**src/rtl/hstx_lane_ctrl_if.sv**
```systemverilog
// PPI-style HS transmit handshake between the protocol layer and the lane sequencer.
// Latency: none (wires only).
// Backpressure: the sequencer raises TxReadyHS only while it is in the data state.
//
// Ports:
//   TxRequestHS  burst request / data valid from the protocol layer
//   TxDataHS     lane k byte at bits [8k+7:8k]
//   TxReadyHS    sequencer ready for bytes
interface hstx_lane_ctrl_if #(
    parameter int NUM_LANES = 4
);
    logic                   TxRequestHS;
    logic [8*NUM_LANES-1:0] TxDataHS;
    logic                   TxReadyHS;

    modport master (
        output TxRequestHS,
        output TxDataHS,
        input  TxReadyHS
    );

    modport slave (
        input  TxRequestHS,
        input  TxDataHS,
        output TxReadyHS
    );
endinterface

```
**src/rtl/hstx_lane_ctrl.sv**
```systemverilog
// Multi-lane D-PHY HS-TX burst sequencer: LP-00 prepare, HS-zero, sync, data, trail, exit.
// Latency: outputs are registered from the next state, so they describe the current state.
// Backpressure: TxReadyHS is high only in DATA; dropping TxRequestHS there ends the burst.
//
// Ports:
//   TxDDRClkHS / TxRst_n        byte clock, async active-low reset
//   ppi (slave)                 TxRequestHS / TxDataHS in, TxReadyHS out
//   ActiveLanes, Hs*Time        burst configuration, latched when a request leaves STOP
//   HsBytes, LaneHsEn, Lp00En   per-lane serialiser bytes and driver enables
//   TxState, HsBusy             current sequencer state, busy flag
module hstx_lane_ctrl #(
    parameter int         NUM_LANES   = 4,
    parameter int         CNT_W       = 8,
    parameter logic [7:0] SYNC_BYTE   = 8'hB8,
    parameter logic [7:0] HSEXIT_TIME = 8'h08
) (
    input  logic                   TxDDRClkHS,
    input  logic                   TxRst_n,
    hstx_lane_ctrl_if.slave        ppi,
    input  logic [1:0]             ActiveLanes,
    input  logic [CNT_W-1:0]       HsPrepareTime,
    input  logic [CNT_W-1:0]       HsZeroTime,
    input  logic [CNT_W-1:0]       HsTrailTime,
    output logic [8*NUM_LANES-1:0] HsBytes,
    output logic [NUM_LANES-1:0]   LaneHsEn,
    output logic                   Lp00En,
    output logic [2:0]             TxState,
    output logic                   HsBusy
);

    typedef enum logic [2:0] {
        ST_STOP    = 3'd0,
        ST_PREPARE = 3'd1,
        ST_ZERO    = 3'd2,
        ST_SYNC    = 3'd3,
        ST_DATA    = 3'd4,
        ST_TRAIL   = 3'd5,
        ST_EXIT    = 3'd6
    } state_e;

    localparam logic [1:0]       MAX_LANE  = 2'(NUM_LANES - 1);
    localparam int               EXIT_CYC  = (HSEXIT_TIME == 8'h00) ? 1 : int'(HSEXIT_TIME);
    localparam logic [CNT_W-1:0] EXIT_LAST = CNT_W'(EXIT_CYC - 1);

    // A state lasting N cycles leaves when the in-state counter reaches N-1;
    // a programmed time of 0 behaves like 1.
    function automatic logic [CNT_W-1:0] last_idx(input logic [CNT_W-1:0] t);
        return (t == '0) ? '0 : t - CNT_W'(1);
    endfunction

    state_e                 state_q, state_d;
    logic [CNT_W-1:0]       cnt_q, cnt_d;
    logic [NUM_LANES-1:0]   mask_q, mask_d;
    logic [CNT_W-1:0]       prep_last_q, prep_last_d;
    logic [CNT_W-1:0]       zero_last_q, zero_last_d;
    logic [CNT_W-1:0]       trail_last_q, trail_last_d;
    logic [NUM_LANES-1:0]   lastbit_q, lastbit_d;
    logic [8*NUM_LANES-1:0] hs_bytes_q, hs_bytes_d;
    logic [NUM_LANES-1:0]   lane_en_q, lane_en_d;
    logic                   lp00_q, lp00_d;
    logic                   ready_q, ready_d;
    logic                   busy_q, busy_d;

    logic [1:0]             act_clamped;
    logic [NUM_LANES-1:0]   req_mask;
    logic [8*NUM_LANES-1:0] data_masked;
    logic                   data_ld;

    always_comb begin
        act_clamped = (ActiveLanes > MAX_LANE) ? MAX_LANE : ActiveLanes;
        req_mask    = '0;
        for (int k = 0; k < NUM_LANES; k++) begin
            req_mask[k] = (2'(k) <= act_clamped);
        end
    end

    always_comb begin
        state_d      = state_q;
        cnt_d        = cnt_q + CNT_W'(1);
        mask_d       = mask_q;
        prep_last_d  = prep_last_q;
        zero_last_d  = zero_last_q;
        trail_last_d = trail_last_q;
        lastbit_d    = lastbit_q;
        data_ld      = 1'b0;

        case (state_q)
            ST_STOP: begin
                cnt_d = '0;
                if (ppi.TxRequestHS) begin
                    state_d      = ST_PREPARE;
                    mask_d       = req_mask;
                    prep_last_d  = last_idx(HsPrepareTime);
                    zero_last_d  = last_idx(HsZeroTime);
                    trail_last_d = last_idx(HsTrailTime);
                    // With no byte accepted the trail inverts the sync byte's last bit.
                    lastbit_d    = {NUM_LANES{SYNC_BYTE[7]}};
                end
            end
            ST_PREPARE: begin
                if (cnt_q == prep_last_q) begin
                    state_d = ST_ZERO;
                    cnt_d   = '0;
                end
            end
            ST_ZERO: begin
                if (cnt_q == zero_last_q) begin
                    state_d = ST_SYNC;
                    cnt_d   = '0;
                end
            end
            ST_SYNC: begin
                // The edge that enters DATA already takes the first byte, so the
                // byte shows on HsBytes during the DATA cycle that TxReadyHS marks.
                state_d = ST_DATA;
                cnt_d   = '0;
                data_ld = ppi.TxRequestHS;
            end
            ST_DATA: begin
                cnt_d = '0;
                if (ppi.TxRequestHS) begin
                    data_ld = 1'b1;
                end else begin
                    state_d = ST_TRAIL;
                end
            end
            ST_TRAIL: begin
                if (cnt_q == trail_last_q) begin
                    state_d = ST_EXIT;
                    cnt_d   = '0;
                end
            end
            ST_EXIT: begin
                if (cnt_q == EXIT_LAST) begin
                    state_d = ST_STOP;
                    cnt_d   = '0;
                end
            end
            default: begin
                state_d = ST_STOP;
                cnt_d   = '0;
            end
        endcase

        data_masked = '0;
        for (int k = 0; k < NUM_LANES; k++) begin
            if (mask_d[k]) begin
                data_masked[8*k +: 8] = ppi.TxDataHS[8*k +: 8];
            end
            if (data_ld) begin
                lastbit_d[k] = ppi.TxDataHS[8*k+7];
            end
        end

        // Output decode from the next state; inactive lanes stay at zero.
        hs_bytes_d = '0;
        lane_en_d  = '0;
        lp00_d     = 1'b0;
        ready_d    = 1'b0;
        case (state_d)
            ST_PREPARE: begin
                lp00_d = 1'b1;
            end
            ST_ZERO: begin
                lane_en_d = mask_d;
            end
            ST_SYNC: begin
                lane_en_d = mask_d;
                for (int k = 0; k < NUM_LANES; k++) begin
                    if (mask_d[k]) begin
                        hs_bytes_d[8*k +: 8] = SYNC_BYTE;
                    end
                end
            end
            ST_DATA: begin
                lane_en_d  = mask_d;
                ready_d    = 1'b1;
                hs_bytes_d = data_ld ? data_masked : hs_bytes_q;
            end
            ST_TRAIL: begin
                lane_en_d = mask_d;
                for (int k = 0; k < NUM_LANES; k++) begin
                    if (mask_d[k]) begin
                        hs_bytes_d[8*k +: 8] = {8{~lastbit_d[k]}};
                    end
                end
            end
            default: begin
            end
        endcase
        busy_d = (state_d != ST_STOP);
    end

    always_ff @(posedge TxDDRClkHS or negedge TxRst_n) begin
        if (!TxRst_n) begin
            state_q      <= ST_STOP;
            cnt_q        <= '0;
            mask_q       <= '0;
            prep_last_q  <= '0;
            zero_last_q  <= '0;
            trail_last_q <= '0;
            lastbit_q    <= '0;
            hs_bytes_q   <= '0;
            lane_en_q    <= '0;
            lp00_q       <= 1'b0;
            ready_q      <= 1'b0;
            busy_q       <= 1'b0;
        end else begin
            state_q      <= state_d;
            cnt_q        <= cnt_d;
            mask_q       <= mask_d;
            prep_last_q  <= prep_last_d;
            zero_last_q  <= zero_last_d;
            trail_last_q <= trail_last_d;
            lastbit_q    <= lastbit_d;
            hs_bytes_q   <= hs_bytes_d;
            lane_en_q    <= lane_en_d;
            lp00_q       <= lp00_d;
            ready_q      <= ready_d;
            busy_q       <= busy_d;
        end
    end

    assign ppi.TxReadyHS = ready_q;
    assign HsBytes       = hs_bytes_q;
    assign LaneHsEn      = lane_en_q;
    assign Lp00En        = lp00_q;
    assign TxState       = state_q;
    assign HsBusy        = busy_q;

endmodule

```
**src/flat_wrapper.sv**
```systemverilog
// flat-port wrapper written by rule: the top's interface ports become plain ports
module hstx_lane_ctrl_flat 
#(
    parameter int         NUM_LANES   = 4,
    parameter int         CNT_W       = 8,
    parameter logic [7:0] SYNC_BYTE   = 8'hB8,
    parameter logic [7:0] HSEXIT_TIME = 8'h08
)
  (TxDDRClkHS, TxRst_n, ActiveLanes, HsPrepareTime, HsZeroTime, HsTrailTime, HsBytes, LaneHsEn, Lp00En, TxState, HsBusy, ppi_TxRequestHS, ppi_TxDataHS, ppi_TxReadyHS);
  hstx_lane_ctrl_if #(.NUM_LANES(NUM_LANES)) ppi_i ();
  input  logic TxDDRClkHS;
  input  logic TxRst_n;
  input  logic [1:0] ActiveLanes;
  input  logic [CNT_W-1:0] HsPrepareTime;
  input  logic [CNT_W-1:0] HsZeroTime;
  input  logic [CNT_W-1:0] HsTrailTime;
  output logic [8*NUM_LANES-1:0] HsBytes;
  output logic [NUM_LANES-1:0] LaneHsEn;
  output logic Lp00En;
  output logic [2:0] TxState;
  output logic HsBusy;
  input wire logic [$bits(ppi_i.TxRequestHS)-1:0] ppi_TxRequestHS;
  input wire logic [$bits(ppi_i.TxDataHS)-1:0] ppi_TxDataHS;
  output wire logic [$bits(ppi_i.TxReadyHS)-1:0] ppi_TxReadyHS;
  assign ppi_i.TxRequestHS = ppi_TxRequestHS;
  assign ppi_i.TxDataHS = ppi_TxDataHS;
  assign ppi_TxReadyHS = ppi_i.TxReadyHS;
  hstx_lane_ctrl #(.NUM_LANES(NUM_LANES), .CNT_W(CNT_W), .SYNC_BYTE(SYNC_BYTE), .HSEXIT_TIME(HSEXIT_TIME)) u_core (.TxDDRClkHS(TxDDRClkHS), .TxRst_n(TxRst_n), .ppi(ppi_i), .ActiveLanes(ActiveLanes), .HsPrepareTime(HsPrepareTime), .HsZeroTime(HsZeroTime), .HsTrailTime(HsTrailTime), .HsBytes(HsBytes), .LaneHsEn(LaneHsEn), .Lp00En(Lp00En), .TxState(TxState), .HsBusy(HsBusy));
endmodule
```
**config.mk**
```make
export PLATFORM = sky130hd
export DESIGN_NAME = hstx_lane_ctrl_flat
export DESIGN_NICKNAME = d
export VERILOG_FILES = /design/src/rtl/hstx_lane_ctrl_if.sv /design/src/rtl/hstx_lane_ctrl.sv /design/src/flat_wrapper.sv
export SDC_FILE = /design/constraint.sdc
export NUM_CORES = 1
export LEC_CHECK = 0
export CORE_ASPECT_RATIO = 0.7
export CORE_MARGIN = 4
export CORE_UTILIZATION = 47
export CTS_BUF_LIST = sky130_fd_sc_hd__clkbuf_4 sky130_fd_sc_hd__clkbuf_8 sky130_fd_sc_hd__clkbuf_16
export CTS_CLUSTER_DIAMETER = 100
export DETAILED_ROUTE_END_ITERATION = 7
export PLACE_DENSITY = 0.8
export SYNTH_ARGS = -nofsm -noshare
export SYNTH_HDL_FRONTEND = slang
export SYNTH_SLANG_ARGS = --single-unit
```
**constraint.sdc**
```tcl
create_clock -name TxDDRClkHS -period 2.8 [get_ports TxDDRClkHS]
set_input_delay 0.56 -clock TxDDRClkHS [delete_from_list [all_inputs] [get_ports TxDDRClkHS]]
set_output_delay 0.56 -clock TxDDRClkHS [all_outputs]
set_load 0.05 [all_outputs]
```
==> After elaboration in Yosys (flattened, before gate mapping) <==
Cells that the tools add are included.
{ "word_totals": {"regBits": 82, "out_inout_bits": 42, "elab_cells": 91} }
{ "op_classes": {"n_addsub": 4, "order_cmp": 5, "n_eq_ne": 16, "n_mux": 43, "n_bitwise": 4, "reduce_logical": 7} }
{ "op_table": {"columns": ["operator", "n"], "rows": [
  ["$mux W8", 19],
  ["$pmux W32 S3", 1],
  ["$mux W32", 1],
  ["$pmux W8 S4", 1],
  ["$eq A8 B8 Y1", 3],
  ["$logic_not A8 Y1", 3],
  ["$sub A8 B1 Y8 const B", 3],
  ["$pmux W3 S7", 1],
  ["$mux W4", 5],
  ["$mux W3", 6],
  ["$eq A3 B3 Y1 const B", 5],
  ["$eq A3 B2 Y1 const B", 4],
  ["$add A8 B1 Y8 const B", 1],
  ["$eq A8 B3 Y1 const B", 1],
  ["$mux W1", 7],
  ["$eq A3 B1 Y1 const B", 2],
  ["$le A1 B2 Y1 const A", 2],
  ["$le A2 B2 Y1 const A", 2],
  ["$not A1 Y1", 4],
  ["$reduce_or A4 Y1", 1],
  ["$logic_not A3 Y1", 1],
  ["$reduce_bool A3 Y1", 1],
  ["$gt A2 B2 Y1 const B", 1],
  ["$mux W2", 1],
  ["other kinds (3)", 3]
]} }

==> Logic depth before layout (Yosys ltp) <==
{ "depth": {"word_depth": 8, "mapped_depth": 8, "mapped_depth_nobuf": 6} }

==> Worst setup path before layout <==
OpenSTA, ideal clock, no wires.
{ "synth_path": {"path_type": "register to register", "from": "register u_core.state_q[1], in the netlist u_core.TxState[1]", "to": "register u_core.hs_bytes_q[24], in the netlist u_core.HsBytes[24]", "setup_ns": 0.126, "t_arrival_ns": 1.969, "required_ns": 2.674, "setup_slack_ns": 0.705, "stages_incl_launch_ff": 8, "n_path_buf": 2, "path_cell_list": "dfrtp_1 buf_2 or4b_1 buf_2 nand2_1 and2_1 a211oi_2 a221o_1"} }
{ "synth_between": {"elab_chain_len": 6, "elab_cells_between_ends": 27, "cone_classes": "eq/ne (10); mux (15); bitwise (1); reduce/logical (1)"} }
{ "synth_lines": {"columns": ["element", "line_no", "source"], "rows": [
  ["start: declaration", "hstx_lane_ctrl.sv:51", "state_e state_q, state_d;"],
  ["start signal: assignment", "hstx_lane_ctrl.sv:209", "state_q <= state_d;"],
  ["$eq A3 B3 Y1 (tied with other cells)", "hstx_lane_ctrl.sv:87", "case (state_q)"],
  ["$pmux W1 S2 / $mux W4 (equally long branches)", "hstx_lane_ctrl.sv:87", null],
  ["$mux W1", "hstx_lane_ctrl.sv:150", "if (data_ld) begin"],
  ["$not A1 Y1", "hstx_lane_ctrl.sv:184", "hs_bytes_d[8*k +: 8] = {8{~lastbit_d[k]}};"],
  ["$mux W8", "hstx_lane_ctrl.sv:183", "if (mask_d[k]) begin"],
  ["$pmux W32 S3", "hstx_lane_ctrl.sv:160", "case (state_d)"],
  ["end signal: assignment", "hstx_lane_ctrl.sv:216", "hs_bytes_q <= hs_bytes_d;"],
  ["end: declaration", "hstx_lane_ctrl.sv:58", "logic [8*NUM_LANES-1:0] hs_bytes_q, hs_bytes_d;"]
]} }
Parallel ways exist; a longest one is shown, timed or not. The select of a mux whose other input is x is not followed.
A chain may end at the register's enable or synchronous reset.

==> Worst setup path in the final report <==
{ "layout_path": {"from": "register u_core.state_q[0], in the netlist u_core.TxState[0]", "to": "output TxState[0]"} }
{ "layout_rtl": {"columns": ["element", "line_no", "source"], "rows": [
  ["end: declaration", "flat_wrapper.sv:20", "output logic [2:0] TxState;"]
]} }
No word-level cell between the ends.

==> out/metrics.csv <==
metric;value;unit
status;finished, final reports clean;
rsz0062_at_grt;no;
cpLargestDelayFamily;buffers and inverters;
ioPinCount;103;
finalCritPeriodShare;87.69;%
netlist_area;0.004397;sq mm
cts_setup_buffers;0;
portBuffers;102;
layout_min_cycle_time;2455;ps
drc;0;
arrival;1900;ps
slew_viol_final;0;
pre_cts_slack;227.2;ps
p_leak;2.548;nW
grt_usage;20.93;%
synth.yosys.warnings;0;
seqPwrFrac;33.2;%
synth-edff-count;0;
finalHoldViolations;0;
first_pass_iters;4;
routed_wl;11200;microns
finClkSkew;10.37;ps
crit_buf_inv;2;
wl_per_cell;16.86;microns
gp_congestion;0.8392;
cts_resized;0;
critPathLaunchType;register;
grt_max_degree;45;
htree_levels;3;
p_comb_share;43.0;%
start_util;48.28;%
worstMarginPinSlew;648.5;ps
rows;29;
cp.required;2240;ps
fin_ws;344.7;ps
timing.fmax;407.3;MHz
drv_cap;0;
maxSlewHeadroom;56.73;%
crit_chain;buf_4 -> clkdlybuf4s50_1;
antenna_left;0;
cpMaxStageDelayCell;clkdlybuf4s50_1;
critPathMaxFanout;9;
cts_buffers;9;
p_total;5.844;mW
antenna_found_initial;0;
synth_ff_type;dfrtp_1;
grt_pass1_wl;18200;microns
vias;3717;
layout.nets;600;
dp_hpwl;8199;microns
via_per_inst;5.598;
clk_pin_slew_worst_paths;70;ps
hp-class;input pin to asynchronous set/reset pin;
setup_tns;0;ps
setup_viol;0;
cts_tree;done;
max_stage_delay;840;ps
overflow;0;
die-area;0.01099;sq mm
path_class;register to output port;
synth.distinct_cells;57;
power_density;996.3;mW/mm^2
dp.cells;648;
clock_power_share;23.9;%
grt_pass1_vias;3652;
finalCoreUtilization;64.40;%
clkSinkCount;82;
cts_hold_buffers;0;
p_int;3.424;mW
area_growth;33.41;%
async_reset_ff_share;100.0;%
design_area;0.005866;sq mm
core;0.009107;sq mm
die_w;123.6;microns
fin_cells;664;
antenna_cells;0;
p_sw;2.420;mW
critPathCaptureType;output port;
die_y;88.92;microns
layout-drive-gt1-share;8.519;%
hold-worst-slack;203.1;ps
place_area;0.005513;sq mm
ys_seq_area_share;46.67;%
synthCells;439;
synth_nets;504;
cts_root_buffer;clkbuf_16;
irDropWorstVdd;488.1;uV
drt_iter0_markers;249;
clock_latency;330;ps
switching_share;41.41;%
syn_area_per_cell;10.02;sq um
ys_ff_latch;82;
clock_path_buffers;2;
==> Yosys cell counts, drive strengths merged (2+ instances only) <==
| library cell | number | share of area (%) |
|---|---|---|
| nor2 | 38 | 3.2 |
| o41ai | 3 | 0.77 |
| clkbuf | 6 | 0.51 |
| and3 | 2 | 0.28 |
| nor2b | 3 | 0.43 |
| a22o | 8 | 1.6 |
| or3 | 3 | 0.43 |
| mux2i | 4 | 0.91 |
| or4b | 2 | 0.46 |
| a22oi | 8 | 1.4 |
| nand2b | 6 | 0.85 |
| nand3 | 11 | 1.3 |
| a221oi | 4 | 0.80 |
| xor2 | 28 | 5.6 |
| or3b | 2 | 0.40 |
| a21boi | 2 | 0.34 |
| nand4bb | 2 | 0.51 |
| dfrtp | 82 | 47 |
| and2 | 5 | 0.71 |
| nor4 | 8 | 1.4 |
| a21oi | 29 | 3.5 |
| a211oi | 12 | 3.3 |
| nand2 | 37 | 3.2 |
| a31oi | 3 | 0.43 |
| and4b | 2 | 0.46 |
| nor3 | 6 | 0.68 |
| xnor2 | 15 | 3.0 |
| or4 | 2 | 0.34 |
| o21ai | 32 | 3.6 |
| ha | 4 | 1.1 |
| a21o | 7 | 1.2 |
| or4bb | 4 | 1.0 |
| inv | 15 | 1.3 |
| a221o | 12 | 2.7 |
| buf | 21 | 3.1 |
==> power groups by stage <==
stage / logic [mW] / registers (mW) / clock network [mW]
after global placement: 2.44 / 1.94 / 0
after detailed placement: 2.49 / 1.94 / 0
after CTS: 2.51 / 1.93 / 1.41
final: 2.51 / 1.94 / 1.39
after global routing: 2.70 / 2.00 / 1.46
after floorplan: 1.20 / 2.42 / 0
==> cells in the final DEF (no fill, tap or decap), types with 8 or more instances in the layout <==
cell and n:
nand2_1 36, a21oi_1 27, inv_1 15, xnor2_1 15
buf_4 9, nor2_1 38, nand3_1 11, clkbuf_16 9
o21ai_0 31, a22o_1 8, a22oi_1 8, a221o_1 12
clkdlybuf4s50_1 101, dfrtp_1 82, xor2_1 28
==> cell families (layout without fill, tap and decap cells) <==
kind of cell             after synthesis  in the layout  share of synthesized area, %
flip-flops                            82             82                         46.67
AO/OA/AOI/OAI                        126            126                         20.95
buffers and inverters                 42            143                         4.866
multiplexers                           4              4                        0.9107
AND/OR/NAND/NOR                      138            138                         16.90
adder cells (fa/ha/maj)                4              4                         1.138
XOR/XNOR                              43             43                         8.566
==> registers in the layout, summed over array words and instances, names as in the netlist, 3 cells and up <==
name	flops
u_core.zero_last_q	8
u_core.prep_last_q	8
u_core.trail_last_q	8
u_core.lastbit_q	4
u_core.cnt_q	8
u_core.HsBytes	32
u_core.LaneHsEn	4
u_core.TxState	3
u_core.mask_q	4
==> worst register-to-register path: stages (launching register included) <==
cell      delay, ps
dfrtp_1         510
xor2_1          200
nor4_1          500
a21oi_1         250
o211ai_1        590
nand3_1         140
==> metal layers <==
| metal | up-vias | GRT usage, % | part of all wire, % |
|---|---|---|---|
| met1 | 1814 | 31.46 | 48 |
| met3 | 9 | 3.416 | 5.4 |
| met5 | - | 0 | 0 |
| met2 | 120 | 31.58 | 46 |
| li1 | 1774 | - | - |
| met4 | 0 | 5.628 | 0.79 |
==> layout make-up <==
type                       count  area (sq um)
sequential                    82          2052
tap                          124         155.1
clock buffer                   9         225.2
clock inverter                 7         127.6
timing repair buffer         112          1119
multi-input combinational    315          2131
inverter                      15         56.30
fill                         736          3242
==> final timing paths <==
| check | startpoint | endpoint | slack [ps] | cells past startpoint |
|---|---|---|---|---|
| max in group asynchronous | TxRst_n | u_core.prep_last_q[3] | 1990 | 2 |
| max reg2reg | u_core.cnt_q[4] | u_core.HsBytes[20] | 470 | 5 |
| min in group TxDDRClkHS | u_core.zero_last_q[5] | u_core.zero_last_q[5] | 500 | 2 |
| min | TxRst_n | u_core.HsBytes[1] | 200 | 1 |
| max | u_core.TxState[0] | TxState[0] | 340 | 2 |
| min reg2reg | u_core.zero_last_q[5] | u_core.zero_last_q[5] | 500 | 2 |
No activity file was read; power rests on OpenSTA's default activity.
